`src/rtl/stack_sequencer.sv`:
```
// -----------------------------------------------------------------------------
// stack_sequencer
//   Command-side driver for a bit-plane operand stack built from WIDTH
//   single-bit shift-register stacks of DEPTH entries that all share one mode.
//   Calculator ops arrive over a valid/ready handshake. Each op is checked
//   against the tracked stack depth. A legal op drives one stack mode plus a
//   WIDTH-bit word (bit i goes to plane i) for exactly one cycle. ADD, SUB and
//   NOT results are formed from TOS/NOS as read back from the planes.
//
// Ports
//   clk       in   1        single clock; everything updates on posedge
//   reset     in   1        synchronous, active-high
//   op        in   4        opcode
//   op_data   in   WIDTH    literal for PUSH
//   op_valid  in   1        op/op_data valid
//   op_ready  out  1        sequencer can accept (IDLE or ERR)
//   tos       in   WIDTH    stack entry 0 read back from the planes
//   nos       in   WIDTH    stack entry 1 read back from the planes
//   mode      out  3        stack mode to all planes
//   d         out  WIDTH    per-plane d bit
//   depth     out  clog2(DEPTH+1)  number of valid entries, 0..DEPTH
//   err       out  1        sticky error flag
//   err_code  out  2        1=underflow, 2=overflow, 3=illegal op, 0 when !err
// -----------------------------------------------------------------------------
module stack_sequencer #(
    parameter int WIDTH = 8,
    parameter int DEPTH = 8,
    localparam int DW   = $clog2(DEPTH + 1)
) (
    input  logic             clk,
    input  logic             reset,
    input  logic [3:0]       op,
    input  logic [WIDTH-1:0] op_data,
    input  logic             op_valid,
    output logic             op_ready,
    input  logic [WIDTH-1:0] tos,
    input  logic [WIDTH-1:0] nos,
    output logic [2:0]       mode,
    output logic [WIDTH-1:0] d,
    output logic [DW-1:0]    depth,
    output logic             err,
    output logic [1:0]       err_code
);

    // Stack mode encoding shared with the bit-plane stacks.
    localparam logic [2:0] STACK_MODE_IDLE  = 3'd0;
    localparam logic [2:0] STACK_MODE_RESET = 3'd1;
    localparam logic [2:0] STACK_MODE_PUSH  = 3'd2;
    localparam logic [2:0] STACK_MODE_POP   = 3'd3;
    localparam logic [2:0] STACK_MODE_SWAP  = 3'd4;
    localparam logic [2:0] STACK_MODE_ROLL  = 3'd5;
    localparam logic [2:0] STACK_MODE_ROLL2 = 3'd6;
    localparam logic [2:0] STACK_MODE_POP2  = 3'd7;

    localparam logic [3:0] OP_NOP   = 4'd0;
    localparam logic [3:0] OP_PUSH  = 4'd1;
    localparam logic [3:0] OP_POP   = 4'd2;
    localparam logic [3:0] OP_SWAP  = 4'd3;
    localparam logic [3:0] OP_DUP   = 4'd4;
    localparam logic [3:0] OP_ADD   = 4'd5;
    localparam logic [3:0] OP_SUB   = 4'd6;
    localparam logic [3:0] OP_NOT   = 4'd7;
    localparam logic [3:0] OP_DROP2 = 4'd8;
    localparam logic [3:0] OP_CLEAR = 4'd9;

    localparam logic [1:0] ERR_UNDERFLOW = 2'd1;
    localparam logic [1:0] ERR_OVERFLOW  = 2'd2;
    localparam logic [1:0] ERR_ILLEGAL   = 2'd3;

    localparam logic [DW-1:0] DEPTH_FULL = DW'(DEPTH);
    localparam logic [DW-1:0] ONE        = DW'(1);
    localparam logic [DW-1:0] TWO        = DW'(2);

    typedef enum logic [1:0] {
        ST_INIT = 2'd0,
        ST_IDLE = 2'd1,
        ST_EXEC = 2'd2,
        ST_ERR  = 2'd3
    } state_t;

    state_t           state_reg,    state_next;
    logic [2:0]       mode_reg,     mode_next;
    logic [WIDTH-1:0] d_reg,        d_next;
    logic [DW-1:0]    depth_reg,    depth_next;
    logic             err_reg,      err_next;
    logic [1:0]       err_code_reg, err_code_next;

    // Decoded view of the current op against the current depth.
    logic [2:0]       dec_mode;
    logic [WIDTH-1:0] dec_d;
    logic [DW-1:0]    dec_depth;
    logic             dec_underflow;
    logic             dec_overflow;
    logic             dec_illegal;
    logic             dec_fail;
    logic [1:0]       dec_code;

    logic             accept;
    logic             has_one;
    logic             has_two;
    logic             is_full;
    logic [WIDTH-1:0] not_tos;

    genvar gi;
    generate
        for (gi = 0; gi < WIDTH; gi++) begin : g_not
            assign not_tos[gi] = ~tos[gi];
        end
    endgenerate

    assign op_ready = (state_reg == ST_IDLE) || (state_reg == ST_ERR);
    assign accept   = op_valid && op_ready;
    assign has_one  = (depth_reg >= ONE);
    assign has_two  = (depth_reg >= TWO);
    assign is_full  = (depth_reg == DEPTH_FULL);

    always_comb begin
        dec_mode      = STACK_MODE_IDLE;
        dec_d         = '0;
        dec_depth     = depth_reg;
        dec_underflow = 1'b0;
        dec_overflow  = 1'b0;
        dec_illegal   = 1'b0;
        unique case (op)
            OP_NOP: begin
            end
            OP_PUSH: begin
                dec_overflow = is_full;
                dec_mode     = STACK_MODE_PUSH;
                dec_d        = op_data;
                dec_depth    = depth_reg + ONE;
            end
            OP_POP: begin
                dec_underflow = !has_one;
                dec_mode      = STACK_MODE_POP;
                dec_depth     = depth_reg - ONE;
            end
            OP_SWAP: begin
                dec_underflow = !has_two;
                dec_mode      = STACK_MODE_SWAP;
            end
            OP_DUP: begin
                dec_underflow = !has_one;
                dec_overflow  = is_full;
                dec_mode      = STACK_MODE_PUSH;
                dec_d         = tos;
                dec_depth     = depth_reg + ONE;
            end
            OP_ADD: begin
                dec_underflow = !has_two;
                dec_mode      = STACK_MODE_ROLL2;
                dec_d         = nos + tos;
                dec_depth     = depth_reg - ONE;
            end
            OP_SUB: begin
                dec_underflow = !has_two;
                dec_mode      = STACK_MODE_ROLL2;
                dec_d         = nos - tos;
                dec_depth     = depth_reg - ONE;
            end
            OP_NOT: begin
                dec_underflow = !has_one;
                dec_mode      = STACK_MODE_ROLL;
                dec_d         = not_tos;
            end
            OP_DROP2: begin
                dec_underflow = !has_two;
                dec_mode      = STACK_MODE_POP2;
                dec_depth     = depth_reg - TWO;
            end
            OP_CLEAR: begin
                dec_mode  = STACK_MODE_RESET;
                dec_depth = '0;
            end
            default: begin
                dec_illegal = 1'b1;
            end
        endcase
    end

    // Underflow takes priority over overflow (DUP can trip either).
    assign dec_fail = dec_underflow || dec_overflow || dec_illegal;
    assign dec_code = dec_underflow ? ERR_UNDERFLOW :
                      dec_overflow  ? ERR_OVERFLOW  :
                      dec_illegal   ? ERR_ILLEGAL   : 2'd0;

    always_comb begin
        state_next    = state_reg;
        mode_next     = mode_reg;
        d_next        = d_reg;
        depth_next    = depth_reg;
        err_next      = err_reg;
        err_code_next = err_code_reg;
        unique case (state_reg)
            ST_INIT: begin
                mode_next  = STACK_MODE_IDLE;
                d_next     = '0;
                state_next = ST_IDLE;
            end
            ST_IDLE: begin
                if (accept) begin
                    if (dec_fail) begin
                        // Op is consumed but nothing reaches the planes.
                        err_next      = 1'b1;
                        err_code_next = dec_code;
                        state_next    = ST_ERR;
                    end else begin
                        mode_next  = dec_mode;
                        d_next     = dec_d;
                        depth_next = dec_depth;
                        state_next = ST_EXEC;
                    end
                end
            end
            ST_EXEC: begin
                mode_next  = STACK_MODE_IDLE;
                d_next     = '0;
                state_next = ST_IDLE;
            end
            ST_ERR: begin
                // Only CLEAR escapes; every other op is swallowed.
                if (accept && (op == OP_CLEAR)) begin
                    mode_next     = STACK_MODE_RESET;
                    d_next        = '0;
                    depth_next    = '0;
                    err_next      = 1'b0;
                    err_code_next = 2'd0;
                    state_next    = ST_EXEC;
                end
            end
            default: begin
                state_next = ST_INIT;
            end
        endcase
        if (accept && (state_reg == ST_IDLE) && (op == OP_CLEAR)) begin
            err_next      = 1'b0;
            err_code_next = 2'd0;
        end
    end

    always_ff @(posedge clk) begin
        if (reset) begin
            state_reg    <= ST_INIT;
            mode_reg     <= STACK_MODE_RESET;
            d_reg        <= '0;
            depth_reg    <= '0;
            err_reg      <= 1'b0;
            err_code_reg <= 2'd0;
        end else begin
            state_reg    <= state_next;
            mode_reg     <= mode_next;
            d_reg        <= d_next;
            depth_reg    <= depth_next;
            err_reg      <= err_next;
            err_code_reg <= err_code_next;
        end
    end

    assign mode     = mode_reg;
    assign d        = d_reg;
    assign depth    = depth_reg;
    assign err      = err_reg;
    assign err_code = err_code_reg;

endmodule

```
`config.mk`:
```
export PLATFORM = sky130hd
export DESIGN_NAME = stack_sequencer
export DESIGN_NICKNAME = d
export VERILOG_FILES = /design/src/rtl/stack_sequencer.sv
export SDC_FILE = /design/constraint.sdc
export NUM_CORES = 1
export LEC_CHECK = 0
export BUFFER_PORTS_ARGS = -buffer_cell sky130_fd_sc_hd__buf_2
export CAP_MARGIN = 20
export CORE_ASPECT_RATIO = 0.6
export CORE_UTILIZATION = 50
export CTS_BUF_LIST = sky130_fd_sc_hd__clkbuf_4 sky130_fd_sc_hd__clkbuf_8 sky130_fd_sc_hd__clkbuf_16
export DETAILED_ROUTE_END_ITERATION = 10
export PLACE_DENSITY = 0.77
export SYNTH_ARGS = -nofsm -noshare
export SYNTH_HDL_FRONTEND = slang
export SYNTH_SLANG_ARGS = --single-unit
```
`constraint.sdc`:
```
create_clock -name clk -period 3.4 [get_ports clk]
set_clock_uncertainty 0.1 [all_clocks]
set_input_delay 0.34 -clock clk [delete_from_list [all_inputs] [get_ports clk]]
set_output_delay 0.34 -clock clk [all_outputs]
set_load 0.02 [all_outputs]
```
After elaboration in Yosys (flattened, before gate mapping):

Index checks and enable logic that the tools add are counted.
Widths: inputs -> output; s select.

* flip-flop bits (word level): 20
* input port bits: 31
* output and inout port bits: 19
* logic and storage cells: 96

* add/subtract/negate cells: 5
* $lt $le $gt $ge: 2
* equal/unequal tests: 18
* muxes and demuxes: 33
* bitwise operators: 8
* reductions and logical operators: 24

Operators with widths (count)
* $pmux 8 s5: 1
* $mux 8: 3
* $pmux 8 s3: 1
* $pmux 3 s7: 1
* $eq 4x3->1 const B: 4
* $mux 2: 8
* $pmux 4 s4: 1
* $eq 4x4->1 const B: 3
* $mux 4: 3
* $reduce_or 10->1: 1
* $mux 3: 3
* $pmux 3 s3: 1
* $add 8x8->8: 1
* $eq 4x2->1 const B: 2
* $not 1->1: 8
* $pmux 4 s2: 1
* $reduce_or 2->1: 4
* $sub 8x8->8: 1
* $mux 1: 6
* $ne 2x2->1 const B: 3
* $pmux 2 s3: 1
* $reduce_or 3->1: 2
* $ne 5x4->1 const B: 1
* $reduce_and 5->1: 1
* other kinds (21): 29

Logic depth before layout (Yosys ltp):

* word-level depth: 8
* gate-level depth with buffers: 12
* mapped depth without buffers: 11

Least setup slack after synthesis:

No wires, ideal clock.

* path kind: input-to-reg
* start point: input op[0]
* end point: register d_reg[5], in the netlist d[5]
* setup time: 0.117 ns
* arrival time: 2.576 ns
* data required time: 3.183 ns
* setup slack: 0.606 ns
* cell stages on the path: 12
* buffers on the path: 2
* cells stage by stage: buf_4 and4bb_2 buf_2 mux2_2 inv_1 ha_1 nor2b_1 o31ai_1 nand2b_1 a21oi_1 o221ai_1 a32o_2

* cells in the longest elaborated chain, start to end: 7
* elaborated cells between the ends (all ways): 27
* those cells by class: 11 x eq/ne; 7 x mux; 9 x reduce/logical

RTL lines
* from (decl): line 32 `input logic [3:0] op,`
* $eq 4x4->1, or another cell as far along: line 124 `unique case (op)`
* $reduce_or 4->1 (no source line), or another cell as far along
* $pmux 1 s2 or $mux 1 (tied branches): line 124
* $logic_or 1x1->1 (2 in a row): line 182 `assign dec_fail = dec_underflow || dec_overflow || dec_illegal;`
* $ne 2x2->1 (no source line)
* $reduce_and 3->1 (no source line)
* to (signal assigned): line 252 `d_reg <= d_next;`
* to (decl): line 83 `logic [WIDTH-1:0] d_reg, d_next;`

Parallel ways exist; a longest one is shown, timed or not. The select of a mux whose other input is x is not followed.
A chain may end at the register's enable or synchronous reset.

Final worst setup path:

* start point: input op[0]
* end point: register d_reg[6], in the netlist d[6]

The elaborated chain is that of the path after synthesis.

==> flow_metrics.py <==
metrics = {
    "worst_setup_path": {
        "cp-start-kind": "input pin",
        "slowest_delay_ns": 0.42,
        "worstSetupPathType": "in -> reg",
        "cp-end-kind": "flop",
        "cp.required_ns": 3.45,
        "cp.arrival_ns": 2.64,
        "cp_cell_sequence": "buf_2, and4bb_2, mux2_2, fa_1, nand2b_1, a21oi_1, o21a_1, or3_1, o211ai_1, a32o_1",
        "crit_slowest_cell": "fa_1",
        "worst-path-max-fanout": 7,
    },
    "floorplanning": {
        "core_mm2": 0.00419,
        "die_x_um": 88.2,
        "die_area_mm2": 0.00473,
        "pin_count": 50,
        "start_util_pct": 53.2,
        "rows": 18,
        "die-height_um": 53.7,
    },
    "route": {
        "wl_um": 5790,
        "top_layer_used": "met4",
        "wl_per_cell_um": 15.4,
        "wl_met1_um": 3120,
        "drt_pass1_iterations": 5,
        "initialDrtViolationCount": 247,
        "dr_wl_met3_um": 439,
        "viasPerCell": 5.89,
        "wl_met2_um": 2190,
        "final_antenna_net_count": 0,
        "vias": 2213,
        "drc": 0,
    },
    "placement": {
        "gp_congestion": 0.935,
        "io_buffers": 49,
        "dpl.cell_count": 372,
        "detailedPlace.worstSlack_ns": 0.572,
        "hpwl_um": 4490,
        "dpl_cell_area_mm2": 0.00248,
    },
    "hold_path": {
        "hold_class": "in -> reg",
    },
    "pwr": {
        "p_seq_share_pct": 35.1,
        "powerDensity_mw_per_mm2": 283,
        "leakage_nw": 1.12,
        "pwr-share-comb_pct": 40.2,
        "switching_share_pct": 35.5,
        "total_power_mw": 0.719,
        "p_int_mw": 0.464,
        "ir_drop_v": 0.000144,
        "switchingPower_mw": 0.255,
        "p_clk_share_pct": 24.7,
    },
    "clock_tree": {
        "cts_setup_buffers": 0,
        "root_buffer": "clkbuf_8",
        "cts.path.max_buffers": 2,
        "clkTransAtPathRegs_ns": 0.07,
        "clk_latency_ns": 0.25,
        "clock_sinks": 20,
        "ctsHoldBuffers": 0,
        "htreeDepth": 1,
        "cts_made_buffers": 3,
        "cts_resized": 0,
        "cts_tree": "done",
    },
    "synthesis": {
        "synth-simple-area-share_pct": 23.7,
        "synthMuxAreaShare_pct": 4.55,
        "syn_area_per_cell_um2": 8.13,
        "synth_flop_cell": "dfxtp_1",
        "synth_adder_area_share_pct": 9.33,
        "synthXorXnorAreaFrac_pct": 4.72,
        "synth_edf_count": 0,
        "ys_seq_elements": 20,
        "yosysWarnings": 0,
        "async_reset_ff_share_pct": 0,
        "ys_seq_area_share_pct": 18.0,
        "syn_inst": 274,
        "synth_nets": 321,
        "synth_top_family_by_area": "compound AO/OA/AOI/OAI gates",
        "synth.distinct_cells": 70,
        "synth_compound_area_share_pct": 31.6,
        "mappedNetlistArea_mm2": 0.00223,
    },
    "cells_and_area": {
        "stdcell_count": 376,
        "nNetsFinal": 364,
        "final_cell_area_mm2": 0.00254,
        "final_cell_mix": "buf_2, inv_1, nor2_1, a21oi_1, dfxtp_1",
        "syn_to_final_growth_pct": 13.9,
        "layout_commonest_cell": "buf_2",
        "largest_register_ffs": 8,
        "diodes": 0,
        "drive_gt1_share_pct": 25.6,
    },
    "timing": {
        "maxSlewViolCount": 0,
        "setup-violations-final": 0,
        "hold_viol": 0,
        "fin_tns_setup_ns": 0,
        "setup_slack_ns": 0.811,
        "rsz0062_at_grt": "no",
        "layout_worst_path_cycle_share_pct": 76.1,
        "max_freq_mhz": 386,
        "tightest_slew_ns": 0.651,
        "slew_headroom_pct": 56.0,
        "period_minus_slack_ns": 2.59,
    },
    "global_route": {
        "grt_util_all_layers_pct": 26.2,
        "grt_pass1_vias": 1724,
        "grt_overflow": 0,
        "grt_pass1_wl_um": 9290,
        "grt_max_degree": 27,
        "antenna_found_initial": 0,
    },
    "status": {
        "outcome": "finished clean",
    },
    "run": {
        "drv_cap": 0,
    },
}
-- worst max-delay path, delay by kind of cell --
family / cells / cell delay [ns]
compound gates: 4 / 0.69
buf+inv: 1 / 0.10
simple gates: 3 / 0.69
mux: 1 / 0.38
fa+ha+maj: 1 / 0.42
-- routing by layer --
metal,track usage [%],vias up
met5,0,-
met4,5.65,0
met3,4.45,4
met2,31.4,94
met1,44.6,1017
li1,-,1098
-- cell type report --
class	count	area [um2]
repair buffers	54	283
multi-input cells	217	1650
fillers	418	1650
flip-flops and latches	20	400
inverters	21	78.8
clock buffers	4	55.1
well taps	60	75.1
-- power by group through the flow --
stage	sequential, mW	combinational [mW]	clock, mW
final	0.252	0.289	0.178
after global routing	0.253	0.321	0.194
after floorplan	0.262	0.204	0
after CTS	0.252	0.285	0.180
after detailed placement	0.257	0.282	0
after global placement	0.257	0.277	0
-- stage by stage --
stage / utilization (%) / hold slack, ns
floorplan: - / 0.408
global placement: 59.3 / 0.346
detailed placement: 59.3 / 0.348
CTS: 60.6 / 0.288
global route: 60.6 / 0.311
finish: 60.6 / 0.298
-- cells by family (layout without fill, tap and decap cells) --
logic type,Yosys count,count (layout)
AOI/OAI and AO/OA,91,91
xor gates and xnor gates,12,12
adders and majority gates,16,16
buffers and inverters,37,79
DFF,20,20
muxes,10,10
and+or+nand+nor,88,88
-- synth_stat cells (2+ instances only) --
cell / count / area (um2)
a21oi_1: 20 / 100
a41o_1: 2 / 20.0
clkbuf_1: 5 / 18.8
a22o_1: 2 / 17.5
a22oi_1: 7 / 52.6
xnor2_1: 9 / 78.8
o211ai_1: 5 / 37.5
o22ai_1: 2 / 12.5
xor2_1: 3 / 26.3
o2bb2ai_1: 6 / 52.6
dfxtp_1: 20 / 400
nor4_1: 5 / 31.3
buf_4: 2 / 15.0
nor3_4: 2 / 32.5
or2_2: 2 / 12.5
buf_6: 4 / 45.0
mux2i_1: 9 / 90.1
nor3_1: 6 / 30.0
o21a_1: 5 / 37.5
nand2_1: 18 / 67.6
nand3_1: 3 / 15.0
a211o_1: 2 / 17.5
o21ai_0: 11 / 55.1
buf_2: 4 / 20.0
nand2b_1: 11 / 68.8
a32oi_1: 2 / 17.5
nor3_2: 2 / 20.0
o21ai_2: 2 / 17.5
a21o_1: 2 / 15.0
nor3b_1: 2 / 15.0
nor2_1: 20 / 75.1
o31ai_1: 3 / 22.5
a31oi_1: 4 / 25.0
or3_1: 2 / 12.5
inv_1: 21 / 78.8
ha_1: 15 / 188
-- path summary, 6_finish.rpt --
path	from	endpoint	slack (ns)	cells past startpoint
hold reg to reg	d[7]	d[7]	0.36	1
hold / removal	op_valid	state_reg[1]	0.30	3
setup / recovery	op[0]	d[6]	0.81	10
setup reg to reg	depth[1]	depth[3]	0.82	8
Note: power is estimated with default switching activity, not from simulation.
